==> src/rtl/systolic_feeder.sv <==
// Feed stage for an NxN systolic multiply array: stores operand matrices A and B,
// clears the cell accumulators, streams skewed rows/columns into the array edges,
// waits for the array to drain, then pulses done.
//
// state   | meaning
// --------+-----------------------------------------------------------
// S_IDLE  | waiting for start, matrix writes accepted
// S_CLEAR | one cycle, accumulator clear driven to every cell
// S_FEED  | 2N-1 cycles, skewed A rows / B columns on the edges
// S_DRAIN | zero edges while the last products ripple through the array
// S_DONE  | one cycle, results final; writes and a new start accepted
//
// Every output is registered from the current state, so each output lags its
// state by one clock: cell_clr shows one edge after start is taken, the first
// FEED word one edge later, and done 3N+2 edges after start.
module systolic_feeder #(
  parameter int N  = 4,
  parameter int DW = 8,
  localparam int AW = $clog2(N)
) (
  input  logic            clk,
  input  logic            rst,
  input  logic            wr_en,
  input  logic            wr_sel,
  input  logic [AW-1:0]   wr_row,
  input  logic [AW-1:0]   wr_col,
  input  logic [DW-1:0]   wr_data,
  input  logic            start,
  output logic            busy,
  output logic            done,
  output logic            cell_clr,
  output logic [N*DW-1:0] a_edge,
  output logic [N*DW-1:0] b_edge
);

  localparam int CW = $clog2(2 * N);
  // Down-counter reload values; the counter reads 0 on the last cycle of a state.
  localparam logic [CW-1:0] FEED_LAST  = CW'(2 * N - 2);
  localparam logic [CW-1:0] DRAIN_LAST = CW'(N);

  typedef enum logic [2:0] {S_IDLE, S_CLEAR, S_FEED, S_DRAIN, S_DONE} state_t;

  state_t          state, state_nx;
  logic [CW-1:0]   cnt, cnt_nx;
  logic [CW-1:0]   t;
  logic            wr_ok;
  logic            busy_d, done_d, clr_d;
  logic [N*DW-1:0] a_d, b_d;

  logic [DW-1:0] mem_a [N][N];
  logic [DW-1:0] mem_b [N][N];

  assign wr_ok = (state == S_IDLE) || (state == S_DONE);
  // Feed step index counts up while the down-counter runs toward zero.
  assign t     = FEED_LAST - cnt;

  // Operand storage, deliberately kept across reset.
  always_ff @(posedge clk) begin
    if (wr_en && wr_ok) begin
      if (!wr_sel) mem_a[wr_row][wr_col] <= wr_data;
      else         mem_b[wr_row][wr_col] <= wr_data;
    end
  end

  // State and phase counter register.
  always_ff @(posedge clk or negedge rst) begin
    if (!rst) begin
      state <= S_IDLE;
      cnt   <= '0;
    end else begin
      state <= state_nx;
      cnt   <= cnt_nx;
    end
  end

  // Next-state and counter reload decisions.
  always_comb begin
    state_nx = state;
    cnt_nx   = (cnt != '0) ? cnt - 1'b1 : '0;
    case (state)
      S_IDLE:  if (start) state_nx = S_CLEAR;
      S_CLEAR: begin
        state_nx = S_FEED;
        cnt_nx   = FEED_LAST;
      end
      S_FEED:  if (cnt == '0) begin
        state_nx = S_DRAIN;
        cnt_nx   = DRAIN_LAST;
      end
      S_DRAIN: if (cnt == '0) state_nx = S_DONE;
      S_DONE:  state_nx = start ? S_CLEAR : S_IDLE;
      default: state_nx = S_IDLE;
    endcase
  end

  // Output values for the next edge; lanes outside the skew window carry zero.
  always_comb begin
    busy_d = (state == S_CLEAR) || (state == S_FEED) || (state == S_DRAIN);
    done_d = (state == S_DONE);
    clr_d  = (state == S_CLEAR);
    a_d    = '0;
    b_d    = '0;
    if (state == S_FEED) begin
      for (int i = 0; i < N; i++) begin
        if ((int'(t) >= i) && (int'(t) - i < N)) begin
          a_d[i*DW +: DW] = mem_a[i][AW'(int'(t) - i)];
          b_d[i*DW +: DW] = mem_b[AW'(int'(t) - i)][i];
        end
      end
    end
  end

  // Registered outputs.
  always_ff @(posedge clk or negedge rst) begin
    if (!rst) begin
      busy     <= 1'b0;
      done     <= 1'b0;
      cell_clr <= 1'b0;
      a_edge   <= '0;
      b_edge   <= '0;
    end else begin
      busy     <= busy_d;
      done     <= done_d;
      cell_clr <= clr_d;
      a_edge   <= a_d;
      b_edge   <= b_d;
    end
  end

endmodule
==> config.mk <==
export PLATFORM = sky130hd
export DESIGN_NAME = systolic_feeder
export DESIGN_NICKNAME = d
export VERILOG_FILES = /design/src/rtl/systolic_feeder.sv
export SDC_FILE = /design/constraint.sdc
export NUM_CORES = 1
export LEC_CHECK = 0
export ABC_AREA = 0
export CAP_MARGIN = 10
export CORE_ASPECT_RATIO = 1.4
export CORE_MARGIN = 8
export CORE_UTILIZATION = 45
export DETAILED_ROUTE_END_ITERATION = 6
export PLACE_DENSITY = 0.74
export SYNTH_ARGS = -nofsm -noshare
export SYNTH_HDL_FRONTEND = slang
export SYNTH_SLANG_ARGS = --single-unit
==> constraint.sdc <==
create_clock -name clk -period 4.56 [get_ports clk]
set_input_delay 0.684 -clock clk [delete_from_list [all_inputs] [get_ports clk]]
set_output_delay 0.684 -clock clk [all_outputs]
set_load 0.05 [all_outputs]
Yosys cells after proc, flatten, opt, wreduce, memory -nomap -nowiden
Memory sizes are Yosys's and may differ from the RTL's.
Index checks and enable logic that the tools add are counted.
Cells by class
  add/subtract/negate cells: 5
  $lt $le $gt $ge: 13
  eq/ne operators: 7
  mux-type cells: 38
  bitwise operators: 5
  reductions and logical operators: 12
Operator list (number)
  $mux 8: 17
  $mux 32: 4
  $lt 32x4->1 const B: 3
  $bmux 8 s2: 4
  $demux 8 s2: 1
  $mux 3: 5
  $pmux 3 s5: 1
  $ge 2x3->1 const B: 4
  $not 2->2: 4
  $sub 3x2->4 const B: 2
  $eq 3x2->1 const B: 2
  $ge 3x2->1 const B: 2
  $logic_not 3->1: 2
  $ne 2x2->1 const B: 3
  $pmux 3 s2: 1
  $logic_and 1x1->1: 5
  $mux 1: 5
  $sub 3x1->4 const B: 1
  $eq 3x1->1 const B: 1
  $eq 3x3->1 const B: 1
  $ge 3x1->1 const B: 1
  $ge 3x3->1 const B: 1
  $logic_or 1x1->1: 3
  $lt 3x1->1 const B: 1
  other kinds (6): 6
Storage, ports and cells
  bits in registers: 73
  bits in writable memories: 256
  bits of input ports: 17
  output and inout port bits: 67
  logic and storage cells: 89
  memories: 2
Memories
  mem_a: depth 4, width 32, rd ports 4, clocked after memory_dff 0, write ports 1, RTL line 50  | logic [DW-1:0] mem_a [N][N];
  mem_b: depth 4, width 32, rd ports 4, clocked after memory_dff 0, write ports 1, RTL line 51  | logic [DW-1:0] mem_b [N][N];

Depth between registers and ports, before layout
  depth after elaboration: 8
  gate-level depth with buffers: 9
  depth with buffers taken out: 6

Least setup slack after synthesis
No wires, ideal clock.
  kind: register -> register
  from: register cnt[0]
  to: register a_edge[14]
  setup time: 0.124 ns
  data arrival time: 2.184 ns
  data required time: 4.436 ns
  slack: 2.252 ns
  stages on the path, launching flop included: 9
  buffers on the path: 3
  period minus slack after synthesis: 2.308 ns
  path through: dfrtp_1 ha_1 xor2_1 buf_6 clkbuf_1 ha_1 a31oi_1 buf_2 nor3b_1
On the way
  cells in the longest elaborated chain, start to end: 8
  elaborated cells between the ends (all ways): 11
  those cells by class: add/sub: 2; order compare: 2; mux: 5; bitwise: 1; reduce/logical: 1
RTL lines
  start: declaration: RTL line 44  | logic [CW-1:0] cnt, cnt_nx;
  start signal: assignment: RTL line 72  | cnt <= cnt_nx;
  $sub 3x3->3 *: RTL line 55  | assign t = FEED_LAST - cnt;
  branches (longest 5 deep; another with $lt 32x4->1)
  $mux 8 *: RTL line 105  | if ((int'(t) >= i) && (int'(t) - i < N)) begin
  $mux 32 *: RTL line 103  | if (state == S_FEED) begin
  net a_d[14]: RTL line 48  | logic [N*DW-1:0] a_d, b_d;
  end signal: assignment: RTL line 119  | a_edge <= '0;
  end signal: assignment: RTL line 125  | a_edge <= a_d;
  end: declaration: RTL line 32  | output logic [N*DW-1:0] a_edge,
Mark *: on every way through the listed nets, which the timed path passes. The select of a mux whose other input is x is not followed.
A chain may end at the register's enable or synchronous reset.

Final worst setup path
  from: register cnt[0]
  to: register b_edge[12]
On the way
  cells in the longest elaborated chain, start to end: 6
  elaborated cells between the ends (all ways): 8
  those cells by class: add/sub: 2; order compare: 2; mux: 2; reduce/logical: 1; memory: 1
RTL lines
  $sub 3x3->3 *: RTL line 55
  $sub 3x1->4: RTL line 107  | b_d[i*DW +: DW] = mem_b[AW'(int'(t) - i)][i];
  $lt 32x4->1: RTL line 105
  $logic_and 1x1->1: RTL line 105
  $mux 8 *: RTL line 105
  $mux 32 *: RTL line 103
  net b_d[12]: RTL line 48
  end signal: assignment: RTL line 120  | b_edge <= '0;
  end signal: assignment: RTL line 126  | b_edge <= b_d;
  end: declaration: RTL line 33  | output logic [N*DW-1:0] b_edge
Mark *: on every way through the listed nets, which the timed path passes. The rest lies on a longest branch.

==> flow_metrics.env <==
export IMPL_drive_gt1_frac=0.196
export IMPL_async_flop_share=0.222
export IMPL_cp_required_ns=4.95
export IMPL_start_kind="flip-flop"
export IMPL_num_vias=5592
export IMPL_yosys_area_share_adder=0.00725
export IMPL_synth_cells_most_frequent="edfxtp_1 (256), dfrtp_1 (73), mux4_2 (64), and3_1 (48), nor2_1 (35)"
export IMPL_grt_pass1_wl_mm=36.9
export IMPL_synthSimpleGateAreaFrac=0.0601
export IMPL_status="complete, no violations"
export IMPL_p_seq_frac=0.387
export IMPL_synth_edf_count=256
export IMPL_fin_skew_ns=0.0151
export IMPL_antenna_left=0
export IMPL_slew_viol_final=0
export IMPL_synth_top_family_by_area="multiplexers"
export IMPL_worst_pin_slew_ns=1.25
export IMPL_cts_tree="built"
export IMPL_synth_area_per_cell_um2=21.1
export IMPL_path_clk_slew_ns=0.07
export IMPL_clock_latency_ns=0.55
export IMPL_final_core_util=0.534
export IMPL_grt_setup_unrepaired="false"
export IMPL_cts_sinks=329
export IMPL_portBuffers=83
export IMPL_synth_most_common_cell="edfxtp_1"
export IMPL_row_count=71
export IMPL_setup_viol=0
export IMPL_fin_nets=690
export IMPL_wl_mm=24.3
export IMPL_core_um2=26700
export IMPL_io_pins=84
export IMPL_ys_ff_latch=329
export IMPL_synth_yosys_warnings=0
export IMPL_flow_area_growth_from_synthesis_pct=17.8
export IMPL_swShare=0.328
export IMPL_syn_nets=595
export IMPL_grt_pass1_vias=6056
export IMPL_ctsHoldBuffers=0
export IMPL_hold_viol=0
export IMPL_htreeDepth=1
export IMPL_grt_util_all_layers=0.152
export IMPL_antenna_cells=0
export IMPL_cts_resized_gates=0
export IMPL_synthCells=571
export IMPL_synth_top_area_frac=0.637
export IMPL_syn_area_um2=12100
export IMPL_ys_seq_area_frac=0.788
export IMPL_detail_route_first_pass_iterations=5
export IMPL_cp_data_arrival_time_ns=3.26
export IMPL_initial_core_util=0.453
export IMPL_grt_overflow_total=0
export IMPL_p_sw_uw=3020
export IMPL_drc=0
export IMPL_dieHeight_um=210
export IMPL_synth_compound_area_frac=0.00414
export IMPL_layout_min_cycle_time_ns=2.87
export IMPL_die_area_um2=32400
export IMPL_hpwl_mm=14.8
export IMPL_leakagePower_uw=0.00499
export IMPL_viasPerCell=5.50
export IMPL_worst_setup_path_end_kind="flip-flop"
export IMPL_critPathMaxFanout=67
export IMPL_p_clk_frac=0.269
export IMPL_die_width_um=154
export IMPL_grt_antenna_before_repair=0
export IMPL_synth_xor_area_frac=0.00508
export IMPL_hp_class="in2async"
export IMPL_comb_power_share=0.344
export IMPL_clock_root_buffer="clkbuf_16"
export IMPL_setup_worst_path_class="reg2reg"
export IMPL_grt_start_max_net_pins=74
export IMPL_detail_route_wl_per_cell_um=23.9
export IMPL_fillers=1983
export IMPL_p_per_area_nw_per_um2=648
export IMPL_dr_first_iter_drc_count=555
export IMPL_max_freq_mhz=348
export IMPL_yosysTopAreaCell="edfxtp_1"
export IMPL_synth_area_mux_share=0.119
export IMPL_maxCapViolations=0
export IMPL_p_int_uw=6200
export IMPL_gp_congestion=0.762
export IMPL_tns_ns=0
export IMPL_ys_types=34
export IMPL_irDropWorstVdd_uv=564
export IMPL_period_share=0.630
export IMPL_synthTopCellsByArea="edfxtp_1 (64%), dfrtp_1 (15%), mux4_2 (12%)"
export IMPL_ys_flop_type="edfxtp_1"
export IMPL_clockBufferDepth=3
export IMPL_slew_headroom=0.167
export IMPL_numCtsBuffers=29
export IMPL_cts_setup_buffers=0
## worst paths after layout
check / depth (start not counted) / slack, ns / start / to
worst max-delay path: 4 / 1.69 / cnt[0] / b_edge[12]
worst min-delay path: 1 / 0.28 / rst / b_edge[29]
worst max register to register: 4 / 1.69 / cnt[0] / b_edge[12]
worst min register to register: 2 / 0.68 / state[1] / state[2]
max in group asynchronous: 1 / 3.55 / rst / cnt[0]
min in group clk: 2 / 0.68 / state[1] / state[2]
## worst max-delay path: stages, from the launching register on
cell     delay, ns
dfrtp_4       0.66
inv_1         0.20
ha_4          1.03
mux4_2        0.61
nor3b_1       0.15
## registers in the layout (all words and copies together) (netlist names)
name	flops
state	3
mem_a	128
b_edge	32
done	1
mem_b	128
cnt	3
a_edge	32
cell_clr	1
busy	1
## power by group through the flow
stage          Combinational, µW  Clock [µW]  Sequential (µW)
2_1_floorplan               1950           0             4060
3_3_place_gp                3120           0             3630
3_5_place_dp                3200           0             3630
4_1_cts                     3220        2520             3570
5_1_grt                     3380        2620             3590
6_report                    3170        2480             3560
## cell type report
| type | instances | area, µm² | share of cell area |
|---|---|---|---|
| inverter | 4 | 15.0 | 0.00106 |
| clock inverter | 20 | 209 | 0.0147 |
| multi-input combinational | 209 | 2390 | 0.168 |
| tap | 328 | 410 | 0.0289 |
| sequential | 329 | 9520 | 0.669 |
| timing repair buffer | 93 | 903 | 0.0635 |
| clock buffer | 33 | 781 | 0.0549 |
## layer usage
metal | track usage | vias to the layer above | share of wire
met5 | 0 | - | 0
met4 | 0.0610 | 0 | 0.033
met3 | 0.0208 | 52 | 0.055
met2 | 0.272 | 222 | 0.54
met1 | 0.182 | 2877 | 0.38
li1 | - | 2441 | -
## placed cells by master, fill, tap and decap left out, types with 2 or more instances in the layout
cell type / n
mux4_2: 64
clkinvlp_4: 7
nor2b_1: 2
clkdlybuf4s50_1: 82
nand2b_1: 4
dfrtp_1: 72
edfxtp_1: 256
clkbuf_16: 29
nor3b_1: 18
clkinv_4: 2
inv_1: 4
nand2_1: 9
and3_1: 48
o21ai_0: 2
clkbuf_8: 4
and3b_1: 2
buf_4: 11
nand4_1: 2
clkinv_2: 5
nor2_1: 35
bufinv_16: 3
ha_1: 6
nor3_1: 2
## through the flow
step	power, µW	hold slack (ns)	cell area [µm²]	setup slack, ns	std cells
4_1_cts	9310	0.304	14200	1.65	1016
5_1_grt	9590	0.355	14200	1.52	1016
3_5_place_dp	6830	0.647	13200	1.65	963
3_3_place_gp	6750	0.621	13200	1.73	963
6_report	9220	0.276	14200	1.69	1016
2_1_floorplan	6010	0.388	12100	2.25	571
## logic make-up (layout without fill, tap and decap cells)
family / count (synthesis) / count (layout)
simple gates: 127 / 127
flops: 329 / 329
fa+ha+maj: 7 / 7
mux: 64 / 64
buf+inv: 33 / 150
xor+xnor: 4 / 4
compound gates: 7 / 7
No activity file was read; power rests on OpenSTA's default activity.
==> RTL edit 1, RTL diff (config.mk and constraints unchanged) <==
Set the parameter `N` to 8 (it was 4).
--- a/src/rtl/systolic_feeder.sv
+++ b/src/rtl/systolic_feeder.sv
@@ -15,5 +15,5 @@
 // FEED word one edge later, and done 3N+2 edges after start.
 module systolic_feeder #(
-  parameter int N  = 4,
+  parameter int N  = 8,
   parameter int DW = 8,
   localparam int AW = $clog2(N)
Ports: changed (resized a_edge, b_edge, wr_col and wr_row); port bits go from 84 to 150. No check against the original RTL was run, so the function may have changed too.
==> RTL edit 1 against the unedited design <==
Via count rose to 3.7 times the old value; combinational power rose to 4.1 times the old value; critical path depth up 3; setup slack worse by 0.72 ns; routed wire length rose to 4.1 times the old value; synthesized area rose to 3.6 times the old value; first-iteration DRC count rose to 3.9 times the old value; clock skew up 0.0069 ns; die area rose to 3.3 times the old value; power rose to 3.7 times the old value; sequential cell count up 833; count of clock-buffer cells in the layout up 93; sequential share of layout area up 0.92 points; design area rose to 3.5 times the old value.
==> RTL edit 1: results (changes against the unedited design) <==
Outcome
  – Status: finished, final reports clean (unchanged)

STA
  – Worst clock skew: 0.02194 ns (was 0.01508 ns)
  – Worst rel slew slack: 0.2039 (was 0.1672)
  – Worst hold slack: 0.01803 ns (was 0.2757 ns)
  – Minimum clock period: 3.596 ns (was 2.874 ns)

Placed design
  – GPL Wtd Cong: 0.8387 (was 0.7619)
  – Dpl cells: 3481 (was 963)
  – HPWL Detailed: 60430 µm (was 14830 µm)
  – Placed Area: 0.04701 mm² (was 0.01323 mm²)
  – Dpl ws: 0.7174 ns (was 1.649 ns)

Routing
  – Vias per Instance: 5.715 (was 5.504)
  – DRT iter0 DRCs: 2167 (was 555)

Global route
  – Initial antenna violation count: 3 (was 0)
  – First-pass GRT wire length: 147900 µm (was 36910 µm)
  – Largest net degree at the start of global routing: 165 (was 74)

Logic synthesis
  – EDFF count, synth: 1024 (was 256)
  – Most area-consuming cells after synthesis: edfxtp_1, mux4_2, dfrtp_1, mux2i_1, nor2_1 (was edfxtp_1, dfrtp_1, mux4_2, and3_1, nor3b_1)
  – Seq/Total Area, Yosys: 0.7772 (was 0.7879)
  – Top cells by count, synth: edfxtp_1, mux4_2, nor2_1, dfrtp_1, nand2_1 (was edfxtp_1, dfrtp_1, mux4_2, and3_1, nor2_1)
  – Syn Nets: 2116 (was 595)
  – Post-synth ARST share: 0.1188 (was 0.2219)
  – Synthesized area per cell: 21.06 µm² (was 21.15 µm²)

Critical path
  – Arr. time, crit path: 4.09 ns (was 3.26 ns)
  – R2r setup slk: 0.96 ns (was 1.69 ns)
  – CP top delay family: buffers and inverters (was adder cells)
  – Crit-path max cell delay: 0.76 ns (was 1.03 ns)
  – Reg2reg end: a_edge[47] (was b_edge[12])
  – Critical-path top delay cell: buf_12 (was ha_4)
  – R2R cell count: 7 (was 4)
  – Worst reg2reg startpoint: cnt[1] (was cnt[0])
  – Worst Path Max Fanout: 164 (was 67)

Clock tree
  – TritonCTS buffer count: 96 (was 29)
  – H-tree Lvls: 3 (was 1)
  – Clk_lat worst skew: 0.68 ns (was 0.55 ns)

Power and ir drop
  – Worst VDD drop: 1266 µV (was 564.1 µV)
  – Seq. pwr: 12.3 mW (was 3.56 mW)
  – Combinational Power: 13.0 mW (was 3.17 mW)
  – Psw: 11.73 mW (was 3.019 mW)
  – Internal: 22.34 mW (was 6.198 mW)
  – Leak: 16.45 nW (was 4.993 nW)

Final layout
  – Layout cells sized above 1: 0.2289 (was 0.1962)
  – Nets: 2304 (was 690)

Floorplan
  – Full die area: 0.1082 mm² (was 0.03241 mm²)
==> RTL edit 1: layout make-up <==
class,instances,area [µm²]
inverter,8,30.03
clock buffer,126,2766
tap,1301,1628
timing repair buffer,204,1943
fill,7212,46360
sequential,1162,34210
clock inverter,53,649.4
multi-input combinational,806,9199
==> RTL edit 1: cell families after synthesis <==
kind of cell	count (synthesis)	share of synthesized area
adder cells (fa/ha/maj)	7	0.001990
buffers and inverters	122	0.01481
AO/OA/AOI/OAI	95	0.01473
XOR/XNOR	9	0.003810
multiplexers	338	0.1497
AND/OR/NAND/NOR	357	0.03770
flip-flops	1162	0.7772
==> RTL edit 1: layer usage <==
layer | GRT usage | vias to the layer above | wire, µm
li1 | - | 8765 | -
met1 | 0.2367 | 10930 | 37750
met2 | 0.3134 | 1024 | 50580
met3 | 0.03315 | 202 | 7766
met4 | 0.07127 | 2 | 3770
met5 | 0 | - | 13
==> RTL edit 2, RTL diff (same settings) <==
Without the edit above. Put one more register stage on the output `a_edge`, cleared by the reset. The value now appears one clock later. The other outputs are not delayed to match.
--- a/src/rtl/systolic_feeder.sv
+++ b/src/rtl/systolic_feeder.sv
@@ -40,4 +40,6 @@
 
   typedef enum logic [2:0] {S_IDLE, S_CLEAR, S_FEED, S_DRAIN, S_DONE} state_t;
+
+  logic [N*DW-1:0] a_edge_s0;
 
   state_t          state, state_nx;
@@ -117,5 +119,5 @@
       done     <= 1'b0;
       cell_clr <= 1'b0;
-      a_edge   <= '0;
+      a_edge_s0 <= '0;
       b_edge   <= '0;
     end else begin
@@ -123,8 +125,16 @@
       done     <= done_d;
       cell_clr <= clr_d;
-      a_edge   <= a_d;
+      a_edge_s0 <= a_d;
       b_edge   <= b_d;
     end
   end
 
+  always_ff @(posedge clk or negedge rst) begin
+    if (!rst) begin
+      a_edge <= '0;
+    end else begin
+      a_edge <= a_edge_s0;
+    end
+  end
+
 endmodule
Check against the original RTL: not equivalent (Yosys sat finds a counterexample within 4 cycles, from zero or initial values and one cycle with rst low).
==> RTL edit 2 against the unedited design <==
Setup slack got worse by 0.31 ns; clock skew increased by 0.0067 ns; maximum frequency decreased by 9.8%; hold slack got worse by 0.18 ns; power increased by 4.1%; synthesized area increased by 6.6%; highest routed layer unchanged; sequential cell count increased by 32; cell count increased by 8.9%; non-clock buffer count increased by 6; utilization increased by 0.10 points; design area increased by 6.4%; routed wire length increased by 2.1%; die area increased by 6.0%; via count increased by 5.1%.
==> RTL edit 2: results (changes against the unedited design) <==
Outcome
  – Status: finished, final reports clean (unchanged)

Routing
  – DRT Pass-1 Iters: 5 (unchanged)
  – Total vias in the final route: 5878 (was 5592)
  – DRT iter0 DRCs: 402 (was 555)
  – Routed wire per std cell: 22.43 µm (was 23.92 µm)

Critical path
  – Worst reg2reg startpoint: cnt[0] (unchanged)
  – Crit-path max cell delay: 0.99 ns (was 1.03 ns)
  – Arr. time, crit path: 3.68 ns (was 3.26 ns)
  – Worst Path Max Fanout: 40 (was 67)
  – Setup CP Type: flop to flop (unchanged)
  – Critical-path top delay cell: ha_2 (was ha_4)

Logic synthesis
  – Seq/Total Area, Yosys: 0.8011 (was 0.7879)
  – Syn Nets: 627 (was 595)
  – Top cells by count, synth: edfxtp_1, dfrtp_1, mux4_2, and3_1, nor2_1 (unchanged)
  – Post-synthesis mux area share: 0.1119 (was 0.1194)
  – Synthesized area per cell: 21.35 µm² (was 21.15 µm²)
  – Post-synthesis xor/xnor area fraction: 0.004761 (was 0.005077)
  – Compound-Gate Fraction of Synth Area: 0.003887 (was 0.004145)
  – Top FF cell, synth: edfxtp_1 (unchanged)
  – Most area-consuming cells after synthesis: edfxtp_1, dfrtp_1, mux4_2, and3_1, nor3b_1 (unchanged)
  – EDFF count, synth: 256 (unchanged)
  – Yosys warning total: 0 (unchanged)
  – Adder-cell area share of the yosys netlist: 0.006802 (was 0.007253)
  – Post-synth ARST share: 0.2909 (was 0.2219)

STA
  – Worst Tran Pin Value: 1.058 ns (was 1.245 ns)
  – Worst clock skew: 0.02182 ns (was 0.01508 ns)

Global route
  – GRT Resource Usage Total: 0.1437 (was 0.1520)
  – Initial antenna violation count: 0 (unchanged)
  – Largest net degree at the start of global routing: 52 (was 74)
  – First-pass GRT wire length: 38410 µm (was 36910 µm)
  – Vias in the first global route: 6439 (was 6056)

Clock tree
  – TritonCTS buffer count: 31 (was 29)
  – Number of setup buffers added after CTS: 0 (unchanged)
  – Post-CTS Resized: 0 (unchanged)
  – Max Root-Sink Buffers: 3 (unchanged)
  – Clk_lat worst skew: 0.57 ns (was 0.55 ns)
  – H-tree Lvls: 1 (unchanged)
  – Clk root buf: clkbuf_16 (unchanged)

Placed design
  – Placed Area: 0.01411 mm² (was 0.01323 mm²)
  – HPWL Detailed: 15980 µm (was 14830 µm)
  – GPL Wtd Cong: 0.7609 (was 0.7619)
  – Dpl cells: 1045 (was 963)

Final layout
  – Largest regs: mem_a (128), mem_b (128) (unchanged)
  – Layout cells sized above 1: 0.1792 (was 0.1962)
  – Finished Layout Cells: 1106 (was 1016)
  – Nets: 730 (was 690)

Power and ir drop
  – Worst VDD drop: 399.3 µV (was 564.1 µV)
  – Leak: 5.476 nW (was 4.993 nW)
  – Switching share of power: 0.3209 (was 0.3276)

Hold path
  – Hold Crit Class: primary input to async pin (unchanged)
==> RTL edit 2: area by class of cell <==
cell class	count	area, µm²
tap	375	469.2
inverter	4	15.01
sequential	361	10320
timing repair buffer	99	1006
clock buffer	40	819.5
clock inverter	18	142.6
fill	2192	13180
multi-input combinational	209	2369
==> RTL edit 2: final timing paths <==
kind / endpoint / slack [ns] / cells after the start
max reg2reg: b_edge[18] / 1.37 / 5
min reg2reg: a_edge[3] / 0.34 / 0
min: a_edge[31] / 0.1 / 1
max: b_edge[18] / 1.37 / 5
min in group clk: a_edge[3] / 0.34 / 0
max in group asynchronous: b_edge[9] / 3.54 / 2
==> RTL edit 2: cell families after synthesis <==
group,after synthesis
XOR/XNOR,4
buffers and inverters,33
multiplexers,64
adder cells (fa/ha/maj),7
flip-flops,361
AO/OA/AOI/OAI,7
AND/OR/NAND/NOR,127
==> RTL edit 2: power groups by stage <==
stage | combinational [mW] | sequential (mW) | clock (mW)
final | 3.14 | 3.98 | 2.48
after global routing | 3.35 | 4.01 | 2.65
after CTS | 3.18 | 3.99 | 2.53
after detailed placement | 3.16 | 4.05 | 0
after global placement | 3.08 | 4.04 | 0
after floorplan | 1.95 | 4.42 | 0
==> RTL edit 2: metal layers <==
metal / wire length, µm / part of all wire / track usage
met1: 9393 / 0.38 / 0.1664
met2: 13290 / 0.54 / 0.2594
met3: 1519 / 0.061 / 0.02978
met4: 611 / 0.025 / 0.05233
met5: 0 / 0 / 0
==> RTL edit 2: metrics by stage <==
stage               power [mW]  worst slack, ns
global route             10.00            1.155
global placement         7.126            1.487
floorplan                6.368            2.252
CTS                      9.700            1.301
finish                   9.600            1.375
detailed placement       7.209            1.326
==> RTL edit 2: worst register-to-register path: cells and delay by family (launching register included) <==
kind / cells / cell delay, ns
adders and majority gates: 1 / 0.99
DFF: 1 / 0.83
buffers and inverters: 2 / 0.59
xor gates and xnor gates: 1 / 0.46
and+or+nand+nor: 1 / 0.24
